**config.mk**
```make
export PLATFORM = sky130hd
export DESIGN_NAME = send_game_event_flat
export DESIGN_NICKNAME = d
export VERILOG_FILES = /design/src/rtl/game_comm_pkg.sv /design/src/rtl/send_game_event_if.sv /design/src/rtl/uart_byte_handshake.sv /design/src/rtl/send_game_event.sv /design/src/flat_wrapper.sv
export SDC_FILE = /design/constraint.sdc
export NUM_CORES = 1
export LEC_CHECK = 0
export CAP_MARGIN = 20
export CORE_MARGIN = 1.5
export CORE_UTILIZATION = 60
export DETAILED_ROUTE_END_ITERATION = 7
export DONT_BUFFER_PORTS = 1
export PLACE_DENSITY = 0.76
export SLEW_MARGIN = 10
export SYNTH_ARGS = -nofsm -noshare
export SYNTH_HDL_FRONTEND = slang
export SYNTH_SLANG_ARGS = --single-unit
export TNS_END_PERCENT = 30
```
**constraint.sdc**
```tcl
create_clock -name clk -period 3.95 [get_ports clk]
set_input_delay 0.9875 -clock clk [delete_from_list [all_inputs] [get_ports clk]]
set_output_delay 0.9875 -clock clk [all_outputs]
set_load 0.05 [all_outputs]
```
**src/rtl/game_comm_pkg.sv**
```systemverilog
// rtl/game_comm_pkg.sv - shared types, event codes and frame helpers for the game comm path
package game_comm_pkg;

  localparam logic [7:0] EV_DIFICULTY = 8'hAB;
  localparam logic [7:0] EV_BOARD     = 8'hB0;
  localparam logic [7:0] EV_VICTORY   = 8'hC5;

  typedef enum logic [2:0] {
    IDLE      = 3'd0,
    SEND      = 3'd1,
    WAIT_ACK  = 3'd2,
    WAIT_DONE = 3'd3,
    DONE      = 3'd4
  } state_e;

  function automatic int frame_len(input int payload_bytes, input int checksum_en);
    return 1 + payload_bytes + ((checksum_en != 0) ? 1 : 0);
  endfunction

endpackage

```
**src/rtl/send_game_event_if.sv**
```systemverilog
// rtl/send_game_event_if.sv - request side and UART byte handshake of the event sender
interface send_game_event_if #(
  parameter int PAYLOAD_BYTES = 1
);
  logic                       start;
  logic [8*PAYLOAD_BYTES-1:0] payload;
  logic                       tx_busy;
  logic [7:0]                 tx_data;
  logic                       tx_start;
  logic                       busy;
  logic                       data_sent;
  logic                       error;

  modport master (
    output start, payload, tx_busy,
    input  tx_data, tx_start, busy, data_sent, error
  );

  modport slave (
    input  start, payload, tx_busy,
    output tx_data, tx_start, busy, data_sent, error
  );
endinterface

```
**src/rtl/uart_byte_handshake.sv**
```systemverilog
// rtl/uart_byte_handshake.sv - sends one byte to the UART with tx_start/tx_busy handshake and ack timeout
module uart_byte_handshake
  import game_comm_pkg::*;
#(
  parameter int ACK_TIMEOUT = 255
) (
  input  logic       clk,
  input  logic       reset,
  input  logic       byte_req_i,
  input  logic [7:0] byte_data_i,
  input  logic       tx_busy_i,
  output logic [7:0] tx_data_o,
  output logic       tx_start_o,
  output logic       byte_done_o,
  output logic       byte_err_o
);

  localparam int CW = (ACK_TIMEOUT > 1) ? $clog2(ACK_TIMEOUT) : 1;

  localparam logic [2:0] ST_IDLE      = 3'(IDLE);
  localparam logic [2:0] ST_SEND      = 3'(SEND);
  localparam logic [2:0] ST_WAIT_ACK  = 3'(WAIT_ACK);
  localparam logic [2:0] ST_WAIT_DONE = 3'(WAIT_DONE);

  logic [2:0]    state_q, state_d;
  logic [CW-1:0] cnt_q, cnt_d;
  logic [7:0]    tx_data_q, tx_data_d;
  logic          tx_start_q, tx_start_d;

  assign byte_done_o = (state_q == ST_WAIT_DONE) && !tx_busy_i;
  assign byte_err_o  = (state_q == ST_WAIT_ACK) && !tx_busy_i && (cnt_q == CW'(ACK_TIMEOUT - 1));

  // A follow-on request arriving with byte_done goes straight back to SEND.
  always_comb begin
    state_d    = state_q;
    cnt_d      = cnt_q;
    tx_data_d  = tx_data_q;
    tx_start_d = 1'b0;
    case (state_q)
      ST_IDLE: begin
        if (byte_req_i) state_d = ST_SEND;
      end
      ST_SEND: begin
        if (!tx_busy_i) begin
          tx_data_d  = byte_data_i;
          tx_start_d = 1'b1;
          cnt_d      = '0;
          state_d    = ST_WAIT_ACK;
        end
      end
      ST_WAIT_ACK: begin
        if (tx_busy_i)       state_d = ST_WAIT_DONE;
        else if (byte_err_o) state_d = ST_IDLE;
        else                 cnt_d   = cnt_q + 1'b1;
      end
      ST_WAIT_DONE: begin
        if (!tx_busy_i) state_d = byte_req_i ? ST_SEND : ST_IDLE;
      end
      default: state_d = ST_IDLE;
    endcase
  end

  always_ff @(posedge clk) begin
    if (reset) begin
      state_q    <= ST_IDLE;
      cnt_q      <= '0;
      tx_data_q  <= '0;
      tx_start_q <= 1'b0;
    end else begin
      state_q    <= state_d;
      cnt_q      <= cnt_d;
      tx_data_q  <= tx_data_d;
      tx_start_q <= tx_start_d;
    end
  end

  assign tx_data_o  = tx_data_q;
  assign tx_start_o = tx_start_q;

endmodule

```
**src/rtl/send_game_event.sv**
```systemverilog
// rtl/send_game_event.sv - frames EVENT_CODE, payload bytes and optional XOR checksum into the UART
module send_game_event
  import game_comm_pkg::*;
#(
  parameter logic [7:0] EVENT_CODE    = EV_DIFICULTY,
  parameter int         PAYLOAD_BYTES = 1,
  parameter int         CHECKSUM_EN   = 1,
  parameter int         ACK_TIMEOUT   = 255
) (
  input logic              clk,
  input logic              reset,
  send_game_event_if.slave bus
);

  localparam int L  = frame_len(PAYLOAD_BYTES, CHECKSUM_EN);
  localparam int IW = $clog2(L);

  localparam logic [2:0] ST_IDLE  = 3'(IDLE);
  localparam logic [2:0] ST_FRAME = 3'(SEND);
  localparam logic [2:0] ST_DONE  = 3'(DONE);

  logic [2:0]                 state_q, state_d;
  logic [IW-1:0]              idx_q, idx_d;
  logic [8*PAYLOAD_BYTES-1:0] payload_q, payload_d;
  logic                       data_sent_q, data_sent_d;
  logic                       error_q, error_d;
  logic                       byte_req, byte_done, byte_err;
  logic [7:0]                 byte_data, csum, tx_data;
  logic                       tx_start;
  logic                       last_byte;

  assign last_byte = (idx_q == IW'(L - 1));

  always_comb begin
    csum = EVENT_CODE;
    for (int i = 0; i < PAYLOAD_BYTES; i++) csum = csum ^ payload_q[8*i +: 8];
  end

  // Index 0 is the event code, then payload MSB byte first, then the checksum.
  always_comb begin
    byte_data = EVENT_CODE;
    for (int i = 0; i < PAYLOAD_BYTES; i++) begin
      if (idx_q == IW'(i + 1)) byte_data = payload_q[8*(PAYLOAD_BYTES-1-i) +: 8];
    end
    if ((CHECKSUM_EN != 0) && (idx_q == IW'(L - 1))) byte_data = csum;
  end

  always_comb begin
    state_d     = state_q;
    idx_d       = idx_q;
    payload_d   = payload_q;
    data_sent_d = 1'b0;
    error_d     = 1'b0;
    byte_req    = 1'b0;
    case (state_q)
      ST_IDLE: begin
        if (bus.start) begin
          payload_d = bus.payload;
          idx_d     = '0;
          byte_req  = 1'b1;
          state_d   = ST_FRAME;
        end
      end
      ST_FRAME: begin
        if (byte_err) begin
          error_d = 1'b1;
          state_d = ST_IDLE;
        end else if (byte_done) begin
          if (last_byte) begin
            data_sent_d = 1'b1;
            state_d     = ST_DONE;
          end else begin
            idx_d    = idx_q + 1'b1;
            byte_req = 1'b1;
          end
        end
      end
      ST_DONE: state_d = ST_IDLE;
      default: state_d = ST_IDLE;
    endcase
  end

  always_ff @(posedge clk) begin
    if (reset) begin
      state_q     <= ST_IDLE;
      idx_q       <= '0;
      payload_q   <= '0;
      data_sent_q <= 1'b0;
      error_q     <= 1'b0;
    end else begin
      state_q     <= state_d;
      idx_q       <= idx_d;
      payload_q   <= payload_d;
      data_sent_q <= data_sent_d;
      error_q     <= error_d;
    end
  end

  uart_byte_handshake #(
    .ACK_TIMEOUT(ACK_TIMEOUT)
  ) u_hs (
    .clk        (clk),
    .reset      (reset),
    .byte_req_i (byte_req),
    .byte_data_i(byte_data),
    .tx_busy_i  (bus.tx_busy),
    .tx_data_o  (tx_data),
    .tx_start_o (tx_start),
    .byte_done_o(byte_done),
    .byte_err_o (byte_err)
  );

  assign bus.tx_data   = tx_data;
  assign bus.tx_start  = tx_start;
  assign bus.busy      = (state_q != ST_IDLE);
  assign bus.data_sent = data_sent_q;
  assign bus.error     = error_q;

endmodule
```
**src/flat_wrapper.sv**
```systemverilog
// flat-port wrapper written by rule: the top's interface ports become plain ports
module send_game_event_flat import game_comm_pkg::*;
#(
  parameter logic [7:0] EVENT_CODE    = EV_DIFICULTY,
  parameter int         PAYLOAD_BYTES = 1,
  parameter int         CHECKSUM_EN   = 1,
  parameter int         ACK_TIMEOUT   = 255
)
  (clk, reset, bus_start, bus_payload, bus_tx_busy, bus_tx_data, bus_tx_start, bus_busy, bus_data_sent, bus_error);
  send_game_event_if #(.PAYLOAD_BYTES(PAYLOAD_BYTES)) bus_i ();
  input logic clk;
  input logic reset;
  input wire logic [$bits(bus_i.start)-1:0] bus_start;
  input wire logic [$bits(bus_i.payload)-1:0] bus_payload;
  input wire logic [$bits(bus_i.tx_busy)-1:0] bus_tx_busy;
  output wire logic [$bits(bus_i.tx_data)-1:0] bus_tx_data;
  output wire logic [$bits(bus_i.tx_start)-1:0] bus_tx_start;
  output wire logic [$bits(bus_i.busy)-1:0] bus_busy;
  output wire logic [$bits(bus_i.data_sent)-1:0] bus_data_sent;
  output wire logic [$bits(bus_i.error)-1:0] bus_error;
  assign bus_i.start = bus_start;
  assign bus_i.payload = bus_payload;
  assign bus_i.tx_busy = bus_tx_busy;
  assign bus_tx_data = bus_i.tx_data;
  assign bus_tx_start = bus_i.tx_start;
  assign bus_busy = bus_i.busy;
  assign bus_data_sent = bus_i.data_sent;
  assign bus_error = bus_i.error;
  send_game_event #(.EVENT_CODE(EVENT_CODE), .PAYLOAD_BYTES(PAYLOAD_BYTES), .CHECKSUM_EN(CHECKSUM_EN), .ACK_TIMEOUT(ACK_TIMEOUT)) u_core (.clk(clk), .reset(reset), .bus(bus_i));
endmodule
```
==> impl_metrics.csv, run 1 <==
group,metric,value,unit
outcome,status,"finished clean",
floorplan,fp.coreArea,0.002432,mm^2
route,wl,2912,um
synthesis,synthTopCellsByArea,"dfxtp_1 44%, a21oi_1 8.6%, nand2_1 7.4%, ha_1 3.3%, nand3_1 3.0%",
power,total_power,669.0,uW
place,hpwl,2068,um
critical_path,critPathKind,"reg -> out",
place,portBuffers,0,
finish,drive_gt1_share,9.497,%
sta,finalSetupTns,0,ps
floorplan,initial_core_util,62.19,%
route,first_pass_iters,4,
critical_path,r2r_setup_slack,1920,ps
critical_path,cp_cell_sequence,"or2_2",
critical_path,crit_fanout,3,
route,drt_iter0_drc,33,
critical_path,critPathTopFamily,"simple AND/OR/NAND/NOR gates",
critical_path,critPathLaunchType,"register",
synthesis,synthDistinctLibCells,40,
power,comb_power_share,6.1,%
route,routedWlPerCell,13.93,um
sta,period_minus_slack,2083,ps
route,viasPerCell,6.077,
global_route,grt_pass1_wl,4671,um
clock_network,cts_tree,"done",
synthesis,synth-async-reset-ratio,0,%
finish,fin_nets,194,
floorplan,die_area,0.002831,mm^2
min_path,hp-class,"reg -> reg",
synthesis,yosysMostFrequentCell,"dfxtp_1",
synthesis,yosysTopAreaCellShare,43.67,%
sta,hold_violations,0,
place,routabilityCongestion,0.8855,
power,p_clk_share,39.5,%
synthesis,syn_avg_cell_area,8.357,um^2
clock_network,clk_latency,330,ps
sta,rsz0062_at_grt,"false",
global_route,grt_usage,23.10,%
power,sequentialPowerShare,54.3,%
global_route,grt_pass1_vias,1102,
synthesis,synthFlopType,"dfxtp_1",
floorplan,die_w,53.21,um
finish,antenna_cells,0,
synthesis,yosysSeqAreaShare,43.67,%
sta,fmaxAchievable,0.4800,GHz
sta,period_share,52.74,%
finish,area_delta_synth_final,4.715,%
synthesis,ys_ff_latch,33,
clock_network,clk_pin_slew,100,ps
power,swShare,23.89,%
route,vias,1270,
critical_path,max_stage_delay,430,ps
critical_path,slowest_stage,"or2_2",
power,powerDensity,422.3,mW/mm^2
critical_path,cp_num_buf_inv,0,
route,final_antenna_net_count,0,
clock_network,post_cts_buffers,0,
clock_network,cts_root_buf,"clkbuf_4",
synthesis,synth.top_cells.by_count,"33 x dfxtp_1, 30 x nand2_1, 26 x a21oi_1",
floorplan,num_rows,18,
synthesis,synth.largest_area_cell,"dfxtp_1",
power,switchingPower,159.8,uW
power,ir_worst_vdd,0.0003299,V
floorplan,pin_count,24,
clock_network,cts_buffers,5,
synthesis,synth_warnings,0,
global_route,antenna_found_initial,0,
sta,clock_skew,1.771,ps
critical_path,endpoint_kind,"output pin",
power,p_int,509.2,uW
route,drc_errors,0,
synthesis,synth_fp_nets,197,
run,cap_violations,0,
synthesis,syn_inst,181,
global_route,grt_overflow,0,
finish,final_core_util,65.12,%
sta,worst_pin_slew,996.8,ps
sta,setup_viol_count_final,0,
clock_network,postCtsHoldBufs,0,
clock_network,cts_max_path_buffers,2,
clock_network,cts_resized,0,
synthesis,synth_area,0.001513,mm^2
critical_path,critPathArrivalTime,1100,ps
clock_network,cts_sinks,33,
clock_network,cts_htree_levels,2,
floorplan,die_y,53.21,um
global_route,grt_max_degree,29,
sta,relSlewSlack,33.03,%
power,total_leakage_power,0.5225,nW
sta,final-max-slew-violation-count,0,
critical_path,crit_required,2960,ps
synthesis,synth_enable_flop_cells,0,
-- worst reg2reg max path: stages, from the launching register on --
cell and delay, ps:
dfxtp_1 590, inv_1 180, nor3_1 840, o21ai_0 210, a21oi_1 150
-- flip-flops by register name (all words and copies together) (netlist names) --
name,count
u_core.bus.data_sent,1
u_core.bus.error,1
u_core.idx_q,2
u_core.payload_q,8
u_core.state_q,2
u_core.u_hs.cnt_q,8
u_core.u_hs.state_q,2
u_core.u_hs.tx_data_o,8
u_core.u_hs.tx_start_o,1
-- final cells by class --
cell class,instances,area [um^2]
clock buffers,7,55.05
clock inverters,1,30.03
fillers,214,848.3
inverters,8,30.03
multi-input cells,130,770.7
flip-flops and latches,33,660.6
well taps,30,37.54
-- power groups by stage --
stage | Sequential (mW) | Combinational, mW | Clock (mW)
floorplan | 0.366 | 0.0443 | 0
global placement | 0.371 | 0.0393 | 0
detailed placement | 0.371 | 0.0412 | 0
CTS | 0.363 | 0.0415 | 0.269
global route | 0.365 | 0.0463 | 0.282
finish | 0.363 | 0.0411 | 0.264
-- logic make-up (layout without fill, tap and decap cells) --
| kind of cell | after synthesis | count (layout) | share of synthesized area, % |
|---|---|---|---|
| DFF | 33 | 33 | 43.67 |
| buffers and inverters | 18 | 16 | 5.376 |
| adders and majority gates | 4 | 4 | 3.309 |
| muxes | 2 | 2 | 1.406 |
| AOI/OAI and AO/OA | 48 | 48 | 19.19 |
| and+or+nand+nor | 76 | 76 | 27.05 |
-- layout by cell type, fill, tap and decap left out, drive strengths merged, types with 2 or more instances in the layout --
cell    count
dfxtp      33
nand2      31
a21oi      26
nand3       9
inv         8
clkbuf      7
or4         6
nor2        6
o31ai       5
o211ai      5
nand2b      4
ha          4
o21ai       3
or3         3
nor4        3
or2         3
nand4       3
nor3        2
or3b        2
a31oi       2
a211oi      2
-- routing by layer --
metal | up-vias | share of wire (%) | track usage (%)
met5 | - | 0 | 0
met2 | 33 | 48 | 36.63
met3 | 7 | 5.3 | 6.497
li1 | 644 | - | -
met4 | 0 | 2.0 | 13.68
met1 | 586 | 45 | 27.46
-- path summary, 6_finish.rpt --
check	start	endpoint	cells past startpoint
setup / recovery	u_core.state_q[2]$_SDFFE_PP0P_	bus_busy	1
hold / removal	u_core.payload_q[6]$_SDFFE_PP0N_	u_core.payload_q[6]$_SDFFE_PP0N_	2
setup reg to reg	u_core.u_hs.state_q[1]$_SDFFE_PP0P_	u_core.u_hs.cnt_q[3]$_SDFFE_PP0P_	4
hold reg to reg	u_core.payload_q[6]$_SDFFE_PP0N_	u_core.payload_q[6]$_SDFFE_PP0N_	2
-- per-stage QoR --
stage	hold WS [ps]	setup WS [ps]	instances	instance area (um^2)
2_1_floorplan	436.6	1962	181	1513
4_1_cts	455.4	1855	209	1584
3_5_place_dp	440.3	1861	201	1499
3_3_place_gp	446.2	1895	201	1499
6_report	459.3	1867	209	1584
5_1_grt	469.5	1679	209	1584
Note: power is estimated with default switching activity, not from simulation.
==> inputs of run 2 (changes only) <==
==> constraint.sdc (replaced) <==
create_clock -name clk -period 1.93 [get_ports clk]
set_input_delay 0.4825 -clock clk [delete_from_list [all_inputs] [get_ports clk]]
set_output_delay 0.4825 -clock clk [all_outputs]
set_load 0.05 [all_outputs]
==> impl_metrics.csv, run 2 (synthesized netlist as in run 1, its figures left out) <==
group,metric,value,unit
sta,setup_viol_count_final,0,
critical_path,crit_fanout,12,
sta,worst_pin_slew,528.4,ps
route,wl,3122,um
clock_network,post_cts_buffers,0,
min_path,hp-class,"in -> reg",
critical_path,worstRegToRegCells,7,
power,p_clk_share,40.2,%
power,total_leakage_power,0.5427,nW
finish,area_delta_synth_final,6.948,%
global_route,grt_max_degree,29,
global_route,grt_overflow,0,
place,hpwl,2291,um
power,p_int,1.044,mW
clock_network,cts_buffers,5,
sta,fin_ws,116.6,ps
critical_path,r2r-end,"u_core.u_hs.cnt_q[4]$_SDFFE_PP0P_",
clock_network,cts_root_buf,"clkbuf_4",
floorplan,num_rows,18,
critical_path,critPathLaunchType,"register",
finish,final_common_cell,"dfxtp_1",
route,viasPerCell,6.127,
sta,period_minus_slack,1813,ps
critical_path,critPathKind,"reg -> reg",
finish,fin_nets,198,
finish,antenna_cells,0,
clock_network,cts_sinks,33,
sta,clock_skew,5.405,ps
place,place_ws,170.3,ps
critical_path,max_stage_delay,500,ps
floorplan,die_w,53.21,um
floorplan,initial_core_util,62.19,%
finish,drive_gt1_share,12.02,%
outcome,status,"finished clean",
critical_path,r2r_setup_slack,120,ps
clock_network,cts_htree_levels,2,
critical_path,slowest_stage,"or4b_1",
place,portBuffers,0,
route,routedWlPerCell,14.66,um
sta,period_share,93.96,%
global_route,grt_pass1_vias,1187,
floorplan,die_y,53.21,um
route,vias,1305,
critical_path,endpoint_kind,"register",
power,switchingPower,349.8,uW
floorplan,die_area,0.002831,mm^2
finish,fillCellCount,218,
power,comb_power_share,6.3,%
route,drt_iter0_drc,31,
clock_network,postCtsHoldBufs,0,
sta,fmaxAchievable,0.5515,GHz
route,final_antenna_net_count,0,
clock_network,clk_pin_slew,110,ps
critical_path,crit_required,2210,ps
clock_network,clk_latency,340,ps
sta,relSlewSlack,64.73,%
sta,final-max-slew-violation-count,0,
power,ir_worst_vdd,0.0007022,V
run,cap_violations,0,
floorplan,fp.coreArea,0.002432,mm^2
route,drc_errors,0,
place,routabilityCongestion,0.8368,
power,powerDensity,861.6,mW/mm^2
route,first_pass_iters,4,
clock_network,cts_resized,0,
power,swShare,25.09,%
sta,rsz0062_at_grt,"false",
sta,finalSetupTns,0,ps
critical_path,critPathArrivalTime,2090,ps
critical_path,endpoint,"u_core.u_hs.cnt_q[4]$_SDFFE_PP0P_",
critical_path,worstReg2RegStart,"u_core.u_hs.cnt_q[0]$_SDFFE_PP0P_",
power,sequentialPowerShare,53.4,%
floorplan,pin_count,24,
critical_path,cp_cell_sequence,"inv_1, ha_1, nand3_1, nor3_1, buf_4, or4b_1, a21oi_1",
finish,final_cell_mix,"33 x dfxtp_1, 30 x nand2_1, 26 x a21oi_1",
critical_path,cp-startpoint,"u_core.u_hs.cnt_q[0]$_SDFFE_PP0P_",
global_route,grt_pass1_wl,4995,um
global_route,antenna_found_initial,0,
sta,hold_violations,0,
clock_network,cts_tree,"done",
global_route,grt_usage,24.26,%
clock_network,cts_max_path_buffers,2,
==> run 2: cell count changes in the layout (fill, tap and decap cells not counted), sizes merged <==
cell	delta
buf	+4
clkbuf	-1
clkinvlp	+1
==> run 2: metrics by stage <==
stage                     cells  hold slack, ps  cell area [um^2]  utilization (%)  total power [mW]
final                       213           197.3              1618            66.51             1.394
after global routing        213           177.9              1618            66.51             1.435
after CTS                   213           187.0              1618            66.51             1.401
after detailed placement    205           453.7              1529            62.86            0.8494
after global placement      205           441.3              1529            62.86            0.8443
after floorplan             181           436.6              1513                -            0.8405
==> run 2: worst max-delay path, delay by kind of cell (launching register included) <==
family          cells  cell delay, ps
simple gates        3             730
fa+ha+maj           1             210
compound gates      1             140
flops               1             400
buf+inv             2             270
==> run 2: layer usage <==
layer / wire length, um / GRT usage, % / vias to the layer above
li1: - / - / 655
met1: 1321 / 28.25 / 617
met2: 1596 / 40.53 / 23
met3: 144 / 6.497 / 10
met4: 59 / 11.97 / 0
met5: 0 / 0 / -
==> run 2: area by class of cell <==
class                           count  area [um^2]  area share (%)
Clock buffer                        6        51.30           3.171
Clock inverter                      2        37.54           2.320
Inverter                            8        30.03           1.856
Multi-Input combinational cell    130        770.7           47.64
Sequential cell                    33        660.6           40.84
Tap cell                           30        37.54           2.320
Timing Repair Buffer                4        30.03           1.856
==> run 2: worst min path at each step <==
stage / endpoint / slack (ps) / depth (start not counted) / start
finish: u_core.u_hs.tx_data_o[1]$_SDFFE_PP0P_ / 200 / 1 / reset
global route: u_core.u_hs.tx_data_o[7]$_SDFFE_PP0P_ / 180 / 1 / reset
CTS: u_core.u_hs.tx_data_o[1]$_SDFFE_PP0P_ / 190 / 1 / reset
detailed placement: u_core.payload_q[6]$_SDFFE_PP0N_ / 450 / 2 / u_core.payload_q[6]$_SDFFE_PP0N_
global placement: u_core.payload_q[6]$_SDFFE_PP0N_ / 440 / 2 / u_core.payload_q[6]$_SDFFE_PP0N_
floorplan: u_core.payload_q[2]$_SDFFE_PP0N_ / 440 / 2 / u_core.payload_q[2]$_SDFFE_PP0N_
==> run 2: power by group through the flow <==
| stage | logic (mW) | registers, mW | clock network, mW |
|---|---|---|---|
| final | 0.0883 | 0.745 | 0.561 |
| after global routing | 0.0997 | 0.748 | 0.587 |
| after CTS | 0.0887 | 0.745 | 0.567 |
| after detailed placement | 0.0885 | 0.761 | 0 |
| after global placement | 0.0853 | 0.759 | 0 |
| after floorplan | 0.0907 | 0.750 | 0 |
